File: src/rtl/vid_pkg.sv
// rtl/vid_pkg.sv - shared constants and types for the horizontal video filter
package vid_pkg;

    typedef enum logic [1:0] {
        MODE_BYPASS = 2'b00,
        MODE_SMOOTH = 2'b01,
        MODE_GRAY   = 2'b10,
        MODE_RSVD   = 2'b11
    } mode_t;

    localparam int VID_LAT = 3;

    localparam int R_LSB = 16;
    localparam int B_LSB = 8;
    localparam int G_LSB = 0;

    typedef struct packed {
        logic        av;
        logic [23:0] data;
    } pix_t;

endpackage

File: src/rtl/vid_tap121.sv
// rtl/vid_tap121.sv - 8-bit rounded [1 2 1]/4 tap, combinational
module vid_tap121 (
    input  logic [7:0] l,
    input  logic [7:0] c,
    input  logic [7:0] r,
    output logic [7:0] y
);

    logic [9:0] sum;

    // 10 bits hold the worst case 255 + 510 + 255 + 2 = 1022, so the shifted result fits 8 bits
    always_comb begin
        sum = {2'b00, l} + {1'b0, c, 1'b0} + {2'b00, r} + 10'd2;
        y   = 8'(sum >> 2);
    end

endmodule

File: src/rtl/vid_hfilter3.sv
// rtl/vid_hfilter3.sv - 3-tap horizontal smooth / grayscale filter with fixed 3-clk latency
module vid_hfilter3
    import vid_pkg::*;
(
    input  logic        clk,
    input  logic        rst,
    input  logic        av_in,
    input  logic [23:0] data_in,
    input  logic        hb_in,
    input  logic        vb_in,
    input  logic        hs_in,
    input  logic        vs_in,
    input  logic [1:0]  mode,
    output logic        av,
    output logic [23:0] data,
    output logic        hb,
    output logic        vb,
    output logic        hs,
    output logic        vs
);

    pix_t        s0, s1, s2;
    logic [3:0]  sync0, sync1;
    logic        vs_q;
    mode_t       mode_q;
    logic [23:0] l_data, r_data, smooth, mux_data;
    logic [9:0]  gray_sum;
    logic [7:0]  gray;

    // pixel and sync pipelines; s1 is the centre pixel, s0 its right neighbour, s2 its left
    always_ff @(posedge clk) begin
        if (rst) begin
            s0    <= '0;
            s1    <= '0;
            s2    <= '0;
            sync0 <= '0;
            sync1 <= '0;
        end else begin
            s0    <= '{av: av_in, data: data_in};
            s1    <= s0;
            s2    <= s1;
            sync0 <= {hb_in, vb_in, hs_in, vs_in};
            sync1 <= sync0;
        end
    end

    // mode only changes on a vs rising edge so a frame is filtered consistently
    always_ff @(posedge clk) begin
        if (rst) begin
            vs_q   <= 1'b0;
            mode_q <= MODE_BYPASS;
        end else begin
            vs_q <= vs_in;
            if (vs_in && !vs_q) begin
                mode_q <= mode_t'(mode);
            end
        end
    end

    // at run edges the missing neighbour is replaced by the centre pixel
    always_comb begin
        l_data = s2.data;
        r_data = s0.data;
        if (s1.av && !s2.av) begin
            l_data = s1.data;
        end
        if (s1.av && !s0.av) begin
            r_data = s1.data;
        end
    end

    vid_tap121 u_tap_r (
        .l (l_data[R_LSB +: 8]),
        .c (s1.data[R_LSB +: 8]),
        .r (r_data[R_LSB +: 8]),
        .y (smooth[R_LSB +: 8])
    );

    vid_tap121 u_tap_b (
        .l (l_data[B_LSB +: 8]),
        .c (s1.data[B_LSB +: 8]),
        .r (r_data[B_LSB +: 8]),
        .y (smooth[B_LSB +: 8])
    );

    vid_tap121 u_tap_g (
        .l (l_data[G_LSB +: 8]),
        .c (s1.data[G_LSB +: 8]),
        .r (r_data[G_LSB +: 8]),
        .y (smooth[G_LSB +: 8])
    );

    // luma approximation weights green double; rounding bias of 2 before the divide by 4
    always_comb begin
        gray_sum = {2'b00, s1.data[R_LSB +: 8]} + {1'b0, s1.data[G_LSB +: 8], 1'b0}
                 + {2'b00, s1.data[B_LSB +: 8]} + 10'd2;
        gray     = 8'(gray_sum >> 2);
    end

    // mode select; inactive pixels are forced to zero
    always_comb begin
        mux_data = s1.data;
        case (mode_q)
            MODE_SMOOTH: mux_data = smooth;
            MODE_GRAY:   mux_data = {gray, gray, gray};
            default:     mux_data = s1.data;
        endcase
        if (!s1.av) begin
            mux_data = '0;
        end
    end

    // output register stage
    always_ff @(posedge clk) begin
        if (rst) begin
            av   <= 1'b0;
            data <= '0;
            hb   <= 1'b0;
            vb   <= 1'b0;
            hs   <= 1'b0;
            vs   <= 1'b0;
        end else begin
            av               <= s1.av;
            data             <= mux_data;
            {hb, vb, hs, vs} <= sync1;
        end
    end

endmodule
File: config.mk
export PLATFORM = sky130hd
export DESIGN_NAME = vid_hfilter3
export DESIGN_NICKNAME = d
export VERILOG_FILES = /design/src/rtl/vid_pkg.sv /design/src/rtl/vid_tap121.sv /design/src/rtl/vid_hfilter3.sv
export SDC_FILE = /design/constraint.sdc
export NUM_CORES = 1
export LEC_CHECK = 0
export BUFFER_PORTS_ARGS = -buffer_cell sky130_fd_sc_hd__buf_2
export CAP_MARGIN = 20
export CORE_MARGIN = 4
export CORE_UTILIZATION = 50
export DETAILED_ROUTE_END_ITERATION = 10
export HOLD_SLACK_MARGIN = 0.05
export PLACE_DENSITY_LB_ADDON = 0.15
export SYNTH_ARGS = -nofsm -noshare
export SYNTH_HDL_FRONTEND = slang
export SYNTH_SLANG_ARGS = --single-unit
File: constraint.sdc
create_clock -name clk -period 4.7 [get_ports clk]
set_input_delay 0.47 -clock clk [delete_from_list [all_inputs] [get_ports clk]]
set_output_delay 0.47 -clock clk [all_outputs]
set_load 0.02 [all_outputs]
==> metrics, run 1 <==
syn_area_per_cell 9.459 um^2; Setup Buffers After CTS 0; CTS root buf clkbuf_16; Setup TNS 0 ps; DRT iter0 DRCs 188; Final Slew Violations 0; Yosys reg bits 113; CTS tree yes; static leakage 3.247 nW; drt total wl 12.77 mm; most frequent cells in the layout dfxtp_1 (113), inv_1 (80), nor2b_1 (68), buf_2 (61), nor2_1 (52); Final #Nets 772; GRT Total Usage 20.77%; Crit Path Category reg -> reg; GP Congestion 0.8828; design area 6889 um^2; Gate Count Post-Synth just over 600; Hold Path Stages 2; Wirelength per Cell 15.34 um; maximum root-to-sink buffer count 2; worst vdd ir 0.2608 mV; Fin. Hold Viols 0; first-pass GRT wire length 21.23 mm; Ports 62; yosys warns 0; vias per cell 5.208; most common cell after layout, fill and taps aside dfxtp_1; antenna viol nets, final 0; syn nets 714; DR vias 4333; Die ar. 13490 um^2; clk_skew 7.545 ps; sequential-to-total area share from yosys stat 38.70%; Worst Tran Pin Value between 1000 and 1500 ps; Distinct cells, synth a little over 50; Layout Cells excl Fill roughly 830; max_cap viols 0; hold path startpoint data_in[15]; Pwr per Cell Area between 300 and 400 nW/um^2; Worst-path clk slew 60 ps; WP data arrival 3720 ps; period utilization around 73%; Antenna diodes 0; share of layout cells above drive strength 1 17.27%; antenna violations before repair 0; router iterations before antenna repair 4; worst min path class in -> reg; placed cell areas around 6300 um^2; Worst slew margin 32.40%; worst-skew pair later-pin latency roughly 420 ps; WHS 257.7 ps; H-tree depth 4; DP Cell Count 800; cts hold-fix bufs 0; die width 116.1 um; end of the worst register-to-register path data[22]; Worst Setup SP s1[24]; CTS buffer count 17; FF-to-FF path depth 13; reg2reg start s1[24]; IO buf count 61; Hold EP s0[15]; Cell Rows 39; Worst EP required 5010 ps; area delta synth->final 17.85%; post-CTS sizing 0; CP endpoint kind register; Residual DRC 0; vias in the first global route 4247; GR Overflow Total 0; f_max a little under 300 MHz; Final Total Pwr 2.714 mW; final setup fails 0; status completed; RSZ-0062 raised after global routing no; initial core utilization 51.19%; Die Ht 116.1 um; R2R Setup Slk ~1300 ps; CTS Sinks 113; pin count of the biggest net entering global routing 89; fin crit period 3409 ps; Startpoint Class register; Core Area ~11000 um^2; largest fanout on the critical path 42; fillers 985; cell area after synthesis between 5000 and 6000 um^2; Detail Placement HPWL 9.430 mm
==> stage by stage <==
step	util (%)	setup slack [ps]
2_1_floorplan	-	1541
3_3_place_gp	54.76	1480
3_5_place_dp	54.76	1337
4_1_cts	60.33	1308
5_1_grt	60.33	1066
6_report	60.33	1291
==> power by group <==
| group | leakage (nW) | switching, mW | internal, mW |
|---|---|---|---|
| clock | 0.305 | 0.450 | 0.913 |
| sequential | 0.926 | 0.0231 | 0.993 |
| combinational | 2.02 | 0.197 | 0.138 |
==> layout make-up <==
type | count | area (um^2) | share of cell area [%]
timing repair buffer | 66 | 342.8 | 4.976
multi-input combinational | 398 | 3168 | 45.99
clock buffer | 19 | 452.9 | 6.575
clock inverter | 13 | 183.9 | 2.670
tap | 143 | 178.9 | 2.597
sequential | 113 | 2262 | 32.84
inverter | 80 | 300.3 | 4.359
==> critical path, cell delays in order, from the launching register on <==
cell and delay [ps]:
dfxtp_1 440, or2b_1 250, buf_4 280, nor2_1 140, a21oi_1 60, fa_1 500, inv_1 50, ha_1 340
a21o_1 200, a21o_1 190, a221oi_2 320, xnor2_1 150, nand2_1 60, a221oi_1 300
==> sequential cells by signal, indices dropped and copies added (netlist names), 2 cells and up <==
name and count:
sync1 4, s0 25, s1 25, mode_q 2, sync0 4, data 24, s2 24
==> cells in the mapped netlist, drive strengths merged <==
library cell	instances	area share, %
o21a	1	0.13
xor2	3	0.45
o21bai	3	0.51
inv	80	5.1
nand2	31	2.0
o22ai	3	0.32
mux2i	20	3.4
a221oi	20	3.6
o31ai	1	0.13
or2b	3	0.39
clkbuf	21	1.3
nand4b	4	0.71
nand2b	3	0.32
o211ai	6	1.5
dfxtp	113	39
a21bo	1	0.17
a21o	7	0.90
nand3	4	0.34
buf	6	0.62
a31oi	11	1.8
nor4bb	1	0.17
a31o	1	0.15
nor2b	69	7.5
a311oi	2	0.30
or2	5	0.54
nand3b	4	0.51
a21oi	38	3.3
o21ai	10	0.86
a41oi	3	0.45
nor2	52	3.3
ha	39	8.3
xnor2	16	2.4
and3	3	0.32
fa	24	8.2
and4	1	0.15
nand4	2	0.21
or3	1	0.11
nor3	6	0.60
==> worst max path at each step <==
stage	end	slack, ps
2_1_floorplan	data[22]	1540
3_3_place_gp	data[21]	1480
3_5_place_dp	data[22]	1340
4_1_cts	data[22]	1310
5_1_grt	data[22]	1070
6_report	data[22]	1290
==> per-layer routing <==
metal  vias to the layer above  track usage (%)  part of all wire, %
met5                         -                0                    0
met4                         0            10.83                  2.9
met2                       126            30.76                   45
li1                       2171                -                    -
met1                      2009            28.17                   46
met3                        27            5.130                  6.9
==> cells by family after synthesis <==
kind of cell	after synthesis	synth area share [%]
xor+xnor	19	2.847
simple gates	189	17.21
flops	113	38.70
fa+ha+maj	63	16.57
mux	20	3.425
compound gates	107	14.15
buf+inv	107	7.106
Power figures use the tool's default switching activity.
==> run 2, diff against run 1 <==
==> constraint.sdc (replaced) <==
create_clock -name clk -period 3.26 [get_ports clk]
set_input_delay 0.326 -clock clk [delete_from_list [all_inputs] [get_ports clk]]
set_output_delay 0.326 -clock clk [all_outputs]
set_load 0.02 [all_outputs]
==> metrics, run 2 (synthesized netlist as in run 1, its figures left out) <==
status completed; antenna viol nets, final 0; Setup Buffers After CTS 0; CP top delay family adder cells; WHS 114.0 ps; largest fanout on the critical path 42; most frequent cells in the layout dfxtp_1 (113), inv_1 (80), nor2b_1 (68), buf_2 (61), nor2_1 (52); Hold EP s0[1]; static leakage 3.301 nW; CTS Sinks approximately 110; end of the worst register-to-register path data[4]; CTS buffer count 17; max_cap viols 0; Core Area about 11000 um^2; CTS tree yes; NetSw roughly 0.96 mW; Fin. Hold Viols 0; Crit Path Category reg -> reg; share of layout cells above drive strength 1 roughly a fifth; Wirelength per Cell around 16 um; first-pass GRT wire length between 20 and 25 mm; Startpoint Class register; final setup fails 0; Die ar. 13490 um^2; fillers between 1000 and 1500; router iterations before antenna repair 4; fin crit period 3125 ps; WP buf/inv 2; drt total wl around 14 mm; Pwr per Cell Area approximately 540 nW/um^2; maximum root-to-sink buffer count 2; GP Congestion 0.8822; Hold Path Stages 2; antenna violations before repair 0; worst vdd ir 0.4122 mV; fin util slightly above 60%; Storage cell area 2262 um^2; DRT iter0 DRCs 239; cts hold-fix bufs 0; crit path cell chain or2b_1 -> buf_12 -> nor2_1 -> a21oi_2 -> fa_1 -> inv_1 -> ha_1 -> o21ai_1 -> nand2b_1 -> a41oi_2 -> xnor2_1 -> nand2_1 -> a221oi_2; Comb pwr share 13.8%; GR Overflow Total 0; CP endpoint kind register; Layout Cells excl Fill roughly 840; Residual DRC 0; worst min path class in -> reg; DP Cell Count 810; Final Slew Violations 0; Flop pwr share between 30% and 40%; FF-to-FF path depth 13; IO buf count 61; die width 116.1 um; hold path startpoint data_in[1]; worst-skew pair later-pin latency 420 ps; clock share of power 47.7%; CP max stage cell fa_1; post-CTS sizing 0; Die Ht 116.1 um; clk_skew 9.000 ps; Worst Tran Pin Value 976.8 ps; area delta synth->final 19.84%; Cell Rows 39; Detail Placement HPWL 10.01 mm; Regs by FF count s0 (25), s1 (25); CTS root buf clkbuf_16; initial core utilization between 50% and 60%; period utilization 95.87%; pin count of the biggest net entering global routing just under 90; R2R Setup Slk 130 ps; WP data arrival 3440 ps; vias in the first global route 4274; GRT Total Usage 21.63%; Final #Nets 782; Worst slew margin 34.88%; vias per cell 5.162; Ports 62; critical path's largest stage delay 520 ps; reg2reg start s1[24]; multi-input logic area 3229 um^2; most common cell after layout, fill and taps aside dfxtp_1; Antenna diodes 0; f_max around 320 MHz; internal power 2.848 mW; H-tree depth 4; DR vias 4346; Worst-path clk slew 50 ps; switching part of the total power 25.15%; Worst EP required 3580 ps
run 2: metrics by stage:
stage | total power [mW] | cell area (um^2) | setup TNS, ps | setup slack (ps)
finish | 3.805 | 7005 | 0 | 134.7
detailed placement | 2.001 | 6352 | 0 | 92.69
CTS | 3.823 | 6944 | 0 | 59.09
global placement | 1.988 | 6352 | 0 | 106.8
global route | 3.968 | 7005 | -26.06 | -21.24
floorplan | 1.851 | 5846 | 0 | 100.6
run 2: worst max path at each step:
stage	startpoint	endpoint	slack, ps	depth (start not counted)
2_1_floorplan	av	data[22]	100	13
4_1_cts	s1[24]	data[22]	60	12
3_3_place_gp	s1[24]	data[22]	110	11
3_5_place_dp	s1[24]	data[22]	90	12
6_report	s1[24]	data[4]	130	13
5_1_grt	s1[24]	data[4]	-20	13
run 2: power groups by stage:
stage	sequential [mW]	clock (mW)	combinational, mW
global route	1.47	1.91	0.586
floorplan	1.49	0	0.362
finish	1.47	1.81	0.526
global placement	1.49	0	0.495
CTS	1.47	1.85	0.512
detailed placement	1.49	0	0.507
run 2: routing by layer:
layer | track usage, % | up-vias | part of all wire [%]
met2 | 32.45 | 102 | 45
met3 | 5.233 | 25 | 5.8
met5 | 0 | - | 0
li1 | - | 2182 | -
met1 | 29.78 | 2037 | 47
met4 | 9.513 | 0 | 2.5
run 2: area by class of cell:
cell class / instances / area share (%)
multi-input cells: 398 / 46.10
well taps: 143 / 2.554
repair buffers: 76 / 6.323
flip-flops and latches: 113 / 32.29
inverters: 80 / 4.286
clock inverters: 10 / 1.536
clock buffers: 22 / 6.912
